<file path="src/rtl/ign_sched.sv">
// ign_sched: per-tooth ignition scheduler, converting spark phases into cycle delays on two shared timers.
// Ports: clk/reset_n (sync, active-low); trigger pulses once per crank tooth with eng_phase,
// next_tooth_width and tooth_period describing the tooth; timing0..3 give the spark phase per channel.
// spark is a one-cycle pulse per channel, busy is high while scanning, overrun flags an ignored
// trigger, and drop/drop_cnt record events lost for lack of a free timer.
module ign_sched #(
  parameter int NCH = 4,
  parameter int MARGIN = 20,
  parameter int LAT_COMP = 4
) (
  input  logic           clk,
  input  logic           reset_n,
  input  logic           trigger,
  input  logic [15:0]    eng_phase,
  input  logic [15:0]    next_tooth_width,
  input  logic [31:0]    tooth_period,
  input  logic [15:0]    timing0,
  input  logic [15:0]    timing1,
  input  logic [15:0]    timing2,
  input  logic [15:0]    timing3,
  output logic [NCH-1:0] spark,
  output logic           busy,
  output logic           overrun,
  output logic           drop,
  output logic [7:0]     drop_cnt
);
  typedef enum logic [1:0] {IDLE, SCAN, MUL, LOAD} state_t;
  state_t      state;
  logic [1:0]  ch;
  logic [15:0] ph, ntw, q, tim;
  logic [31:0] per, pd, dly;
  // product bits above 38 never reach the delay, so the accumulator stops there
  logic [38:0] acc, mc;
  logic [3:0]  mcnt;
  logic [1:0]  t_act;
  logic [31:0] t_cnt [2];
  logic [1:0]  t_ch [2];
  logic [16:0] lim;
  logic        held, qual, last;
  logic [NCH-1:0] spark_nxt;
  always_comb begin
    tim = ch == 2'd0 ? timing0 : ch == 2'd1 ? timing1 : ch == 2'd2 ? timing2 : timing3;
    lim = {1'b0, ph} + {1'b0, ntw} + 17'(MARGIN);
    held = (t_act[0] && t_ch[0] == ch) || (t_act[1] && t_ch[1] == ch);
    qual = tim > ph && {1'b0, tim} <= lim && !held;
    last = ch == 2'd3;
    pd = acc[38:7];
    dly = pd < 32'(LAT_COMP) ? 32'd0 : pd - 32'(LAT_COMP);
    busy = state != IDLE;
    spark_nxt = '0;
    for (int k = 0; k < NCH; k++)
      spark_nxt[k] = (t_act[0] && t_cnt[0] == 32'd0 && t_ch[0] == 2'(k)) ||
                     (t_act[1] && t_cnt[1] == 32'd0 && t_ch[1] == 2'(k));
  end
  always_ff @(posedge clk) begin
    if (!reset_n) begin
      state <= IDLE;
      ch <= '0;
      ph <= '0;
      ntw <= '0;
      per <= '0;
      q <= '0;
      acc <= '0;
      mc <= '0;
      mcnt <= '0;
      t_act <= '0;
      for (int i = 0; i < 2; i++) begin
        t_cnt[i] <= '0;
        t_ch[i] <= '0;
      end
      spark <= '0;
      overrun <= 1'b0;
      drop <= 1'b0;
      drop_cnt <= '0;
    end else begin
      overrun <= trigger && state != IDLE;
      spark <= spark_nxt;
      for (int i = 0; i < 2; i++)
        if (t_act[i]) begin
          if (t_cnt[i] == 32'd0) t_act[i] <= 1'b0;
          else t_cnt[i] <= t_cnt[i] - 32'd1;
        end
      case (state)
        IDLE: if (trigger) begin
          ph <= eng_phase;
          ntw <= next_tooth_width;
          per <= tooth_period;
          ch <= '0;
          state <= SCAN;
        end
        SCAN: if (qual) begin
          q <= tim - ph;
          acc <= '0;
          mc <= {7'd0, per};
          mcnt <= '0;
          state <= MUL;
        end else begin
          ch <= ch + 2'd1;
          state <= last ? IDLE : SCAN;
        end
        MUL: begin
          acc <= acc + (q[0] ? mc : 39'd0);
          mc <= mc << 1;
          q <= q >> 1;
          mcnt <= mcnt + 4'd1;
          if (mcnt == 4'd15) state <= LOAD;
        end
        LOAD: begin
          // free status is taken before this edge's expiries, so an expiring timer is not reused
          if (!t_act[0]) begin
            t_act[0] <= 1'b1;
            t_cnt[0] <= dly;
            t_ch[0] <= ch;
          end else if (!t_act[1]) begin
            t_act[1] <= 1'b1;
            t_cnt[1] <= dly;
            t_ch[1] <= ch;
          end else begin
            drop <= 1'b1;
            if (drop_cnt != 8'hff) drop_cnt <= drop_cnt + 8'd1;
          end
          ch <= ch + 2'd1;
          state <= last ? IDLE : SCAN;
        end
        default: state <= IDLE;
      endcase
    end
  end
endmodule

</file>
<file path="config.mk">
export PLATFORM = sky130hd
export DESIGN_NAME = ign_sched
export DESIGN_NICKNAME = d
export VERILOG_FILES = /design/src/rtl/ign_sched.sv
export SDC_FILE = /design/constraint.sdc
export NUM_CORES = 1
export LEC_CHECK = 0
export ABC_AREA = 1
export CORE_ASPECT_RATIO = 1.4
export CORE_UTILIZATION = 55
export CTS_BUF_LIST = sky130_fd_sc_hd__clkbuf_8
export CTS_CLUSTER_DIAMETER = 60
export DETAILED_ROUTE_END_ITERATION = 8
export HOLD_SLACK_MARGIN = 0.08
export PLACE_DENSITY = 0.88
export SETUP_SLACK_MARGIN = 0.1
export SYNTH_ARGS = -nofsm -noshare
export SYNTH_HDL_FRONTEND = slang
export SYNTH_SLANG_ARGS = --single-unit
</file>
<file path="constraint.sdc">
create_clock -name clk -period 3.9 [get_ports clk]
set_input_delay 0.975 -clock clk [delete_from_list [all_inputs] [get_ports clk]]
set_output_delay 0.975 -clock clk [all_outputs]
set_load 0.05 [all_outputs]
</file>
==> results <==
- The mean routed wirelength per cell is 17.0 um.
- For this design, the CTS-stage hold fixing added 0 buffers.
- The setup-violating endpoint count in the final report is 0.
- The number of endpoints with negative hold slack in the final report is 0.
- The overflow left after global routing is 0.
- The die is ~220 um tall.
- Summed over all failing endpoints, the final setup total negative slack is 0 ns.
- For the worst setup path, the data arrival time is 4.35 ns.
- The total count of max-transition violations in the final report is 0.
- The synthesized instance count is 2742.
- Clock latency on the worst-skew pair, taken at its later pin, is ~0.57 ns.
- The most area-hungry cell type in the Yosys netlist is sky130_fd_sc_hd__dfxtp_1.
- The maximum net fanout on the critical path is 12.
- Of the cells placed in the final design, the portion with a size suffix greater than 1 is 0.0942.
- Max-cap violations in this run came to 0.
- Along the worst hold path, the cell count comes to 2.
- The clock skew is around 0.014 ns.
- Of the available clock period, the critical path in the final layout requires 0.989.
- The reported leakage power is 9.48 nW.
- In the global route stage, overall resource usage came out at 0.329.
- The depth of the worst register-to-register path is 22.
- Entering global routing, the biggest net connects 95 pins.
- Of the synthesized area, sequential elements account for 0.313.
- For this run, the top clock speed supported by timing is ~260 MHz.
- The number of global-route vias before repair was 18300.
- The region available for standard cell placement spans 0.0324 mm^2.
- The remaining design rule violation count is 0.
- The worst-case setup margin in the final layout is 0.0441 ns.
- The routed design could run at a clock period as short as roughly 3.9 ns.
- The worst hold path startpoint is ntw[4].
- The clock sink count is 250.
- Clock-pin slew was measured on the worst setup and hold paths at 0.06 ns.
- The final weighted congestion in routability-driven placement is 1.02.
- VDD sags by at most 0.505 mV.
- The top cell type's share of synthesized area is 0.201.
- The CTS tree is yes.
- In the final design database the tool counted 3181 nets.
- The floorplan step set the die width to 156 um.
- Setup repair after global routing could not meet its margin everywhere.
- The wire length reported by the detailed router is 57900 um.
- The register bit total from synthesis is 250.
- The detail route stage leaves a number of antenna-violating nets equal to 0.
- Dividing total power by cell area gives a power density of approximately 540 mW/mm^2.
- The worst reg2reg path endpoint is mc[22].
- The synthesized netlist occupies a cell area of 0.0182 mm^2.
- Once layout is complete, the utilization of the core stands at 0.677.
- Synthesis produced a netlist with a net count of 2990.
- The tightest min-delay check is of the flop to flop type.
- The die covers 0.0337 mm^2.
- The required time of the worst setup path is roughly 4.4 ns.
- The relative slew slack is 0.215.
- STA classifies the critical path endpoint as a flop.
- For hold timing, the worst endpoint is ntw[4].
- At the pin with the least slew margin, the transition time is 1.17 ns.
- The first global-routing pass estimated 89300 um of wire.
- The number of vias per cell is 5.63.
- Before antenna repair, the detailed router went through 5 iterations.
- Buffers inserted during clock tree synthesis total 40.
- The critical path is of the flop to flop type.
- The leading register cell type out of synthesis is sky130_fd_sc_hd__dfxtp_1.
- The startpoint of the worst register-to-register path is ntw[1].
- The initial detailed-routing violation count is 1384.
- The run finished with clean final reports.
- A synthesized cell averages 6.62 um^2.
- Yosys mapped the design onto between 40 and 50 distinct sky130hd cell types.
- The starting density of the core is 0.560.
- In the post-synthesis netlist, the biggest area contributors are sky130_fd_sc_hd__dfxtp_1 (20%), sky130_fd_sc_hd__nand2_1 (12%), sky130_fd_sc_hd__edfxtp_1 (11%).
- The port buffer count is 145.
- The root buffer cell is sky130_fd_sc_hd__clkbuf_8.
- 146 I/O pins were placed.
- In this run the number of H-tree levels came out at 2.
- The via total after detailed routing is 19200.
- The number of enable flip-flop cells after synthesis is 68.
- The maximum number of buffers from clock root to sink is 3.
- The fraction of registers with async set or reset after synthesis is 0.
- The area growth from synthesis to layout is 20.8%.
- The number of antenna violations at the first check in global routing is 1.
- The number of warnings issued by yosys is 0.
- Row generation in the floorplan step produced 78 rows.
- The worst register-to-register path has a setup slack of 0.04 ns.
- STA classifies the critical path startpoint as a flop.
- The HPWL after detailed placement is 42900 um.
- The minimum setup slack after placement is -0.222 ns.
-- worst max-delay path, stage by stage, from the launching register on --
cell and delay, ns:
sky130_fd_sc_hd__dfxtp_2 0.34, sky130_fd_sc_hd__ha_4 0.26, sky130_fd_sc_hd__ha_4 0.12, sky130_fd_sc_hd__inv_2 0.04
sky130_fd_sc_hd__fa_2 0.35, sky130_fd_sc_hd__nand3b_1 0.18, sky130_fd_sc_hd__nand2_2 0.12, sky130_fd_sc_hd__inv_2 0.06
sky130_fd_sc_hd__o221ai_4 0.19, sky130_fd_sc_hd__buf_6 0.15, sky130_fd_sc_hd__xnor2_4 0.07, sky130_fd_sc_hd__ha_4 0.28
sky130_fd_sc_hd__inv_2 0.04, sky130_fd_sc_hd__nor4_4 0.23, sky130_fd_sc_hd__nand2_1 0.13, sky130_fd_sc_hd__nor3_2 0.21
sky130_fd_sc_hd__a21oi_2 0.05, sky130_fd_sc_hd__nand2_2 0.10, sky130_fd_sc_hd__nand3_4 0.20, sky130_fd_sc_hd__nand2_8 0.23
sky130_fd_sc_hd__clkbuf_16 0.23, sky130_fd_sc_hd__nand2_1 0.07, sky130_fd_sc_hd__a21oi_1 0.11
-- worst max path at each step --
stage,startpoint,endpoint,slack [ns],depth (start not counted)
6_report,ntw[1],mc[22],0.04,22
5_1_grt,ntw[1],acc[9],-0.17,22
4_1_cts,ntw[1],acc[12],0.11,25
3_5_place_dp,timing3[2],q[10],-0.22,22
3_3_place_gp,timing2[2],q[1],-0.22,22
2_1_floorplan,ch[0],acc[8],0.44,23
-- state kept, by name (all words and copies together) (netlist names), 8 cells and up, named ones only --
name / count
drop_cnt: 8
t_cnt: 64
mc: 39
acc: 39
per: 32
q: 16
ntw: 16
ph: 16
-- placed cells by master, fill, tap and decap left out, types with 4 or more instances in the layout --
master | synthesis | routed
sky130_fd_sc_hd__nand3_2 | 4 | 21
sky130_fd_sc_hd__o211ai_1 | 5 | 5
sky130_fd_sc_hd__clkbuf_8 | 0 | 45
sky130_fd_sc_hd__buf_12 | 0 | 9
sky130_fd_sc_hd__xnor2_1 | 50 | 48
sky130_fd_sc_hd__nor2_2 | 5 | 6
sky130_fd_sc_hd__o21ai_1 | 17 | 21
sky130_fd_sc_hd__nand4_1 | 49 | 49
sky130_fd_sc_hd__a21o_1 | 5 | 5
sky130_fd_sc_hd__ha_1 | 114 | 109
sky130_fd_sc_hd__xor2_1 | 64 | 64
sky130_fd_sc_hd__o21ai_0 | 195 | 189
sky130_fd_sc_hd__nor4_1 | 14 | 13
sky130_fd_sc_hd__buf_6 | 8 | 9
sky130_fd_sc_hd__a21boi_0 | 4 | 4
sky130_fd_sc_hd__a31oi_1 | 12 | 11
sky130_fd_sc_hd__nand2_1 | 591 | 572
sky130_fd_sc_hd__buf_4 | 1 | 82
sky130_fd_sc_hd__inv_1 | 310 | 326
sky130_fd_sc_hd__clkinv_2 | 0 | 4
sky130_fd_sc_hd__edfxtp_1 | 68 | 68
sky130_fd_sc_hd__nor3_1 | 39 | 38
sky130_fd_sc_hd__a21oi_2 | 0 | 16
sky130_fd_sc_hd__nand2_2 | 1 | 19
sky130_fd_sc_hd__clkdlybuf4s50_1 | 0 | 144
sky130_fd_sc_hd__o22ai_1 | 29 | 29
sky130_fd_sc_hd__or2_2 | 14 | 14
sky130_fd_sc_hd__nor3_2 | 3 | 4
sky130_fd_sc_hd__inv_2 | 7 | 10
sky130_fd_sc_hd__clkbuf_16 | 0 | 7
sky130_fd_sc_hd__nor2_1 | 380 | 378
sky130_fd_sc_hd__o31ai_1 | 4 | 4
sky130_fd_sc_hd__a21oi_1 | 213 | 197
sky130_fd_sc_hd__o21bai_1 | 13 | 13
sky130_fd_sc_hd__nand3_1 | 217 | 199
sky130_fd_sc_hd__dfxtp_1 | 182 | 180
-- synthesized netlist by cell type, drive strengths merged (3+ instances only) --
cell type,n
nand2,593
nand3,221
a21boi,4
nor3,42
inv,317
nand3b,3
o211ai,5
ha,114
a31oi,12
nor4,14
buf,31
a21oi,213
fa,3
dfxtp,182
or2,17
a21o,5
nor2,387
edfxtp,68
o31ai,4
o22ai,29
nand4,49
o21ai,213
clkbuf,77
o21bai,13
xor2,64
xnor2,50
-- kinds of logic (layout without fill, tap and decap cells) --
logic type / after synthesis / in the layout / share of synthesized area
AOI/OAI and AO/OA: 506 / 506 / 0.148
xor gates and xnor gates: 114 / 114 / 0.0550
adders and majority gates: 117 / 117 / 0.0819
buffers and inverters: 426 / 645 / 0.0927
DFF: 250 / 250 / 0.313
other: 0 / 1 / 0
and+or+nand+nor: 1329 / 1331 / 0.309
-- timing repair --
item                       in CTS  in global routing
cloned                          1                 13
setup buffers                   5                  5
resized for setup              10                 88
setup endpoints to repair     100                102
pin swaps                       3                 32
-- metal layers --
layer / vias up / wire [um] / GRT usage
met5: - / 0 / 0
met4: 0 / 3040 / 0.165
met3: 197 / 3060 / 0.0410
met2: 707 / 29100 / 0.594
met1: 8848 / 22700 / 0.380
li1: 9427 / - / -
-- per-stage QoR --
stage	cell area (um^2)	hold slack, ns	std cells	total power (W)
3_3_place_gp	20400	0.453	3307	0.00867
4_1_cts	21300	0.466	3385	0.0111
3_5_place_dp	20400	0.458	3307	0.00880
6_report	21900	0.464	3404	0.0119
5_1_grt	21900	0.502	3404	0.0127
2_1_floorplan	18200	0.433	2742	0.00687
-- power by group --
group	internal [W]	switching, W	total, W
clock	0.00106	0.00109	0.00215
sequential	0.00309	0.000270	0.00336
combinational	0.00270	0.00371	0.00640
total	0.00684	0.00507	0.0119
-- final cells by class --
| cell class | instances | area (um^2) |
|---|---|---|
| Multi-Input combinational cell | 2068 | 11200 |
| Sequential cell | 250 | 5690 |
| Clock inverter | 27 | 119 |
| Clock buffer | 45 | 619 |
| Fill cell | 2805 | 10500 |
| Tap cell | 440 | 551 |
| Timing Repair Buffer | 255 | 2590 |
| Antenna cell | 1 | 2.50 |
| Inverter | 318 | 1200 |
(Power assumes the default switching activity.)
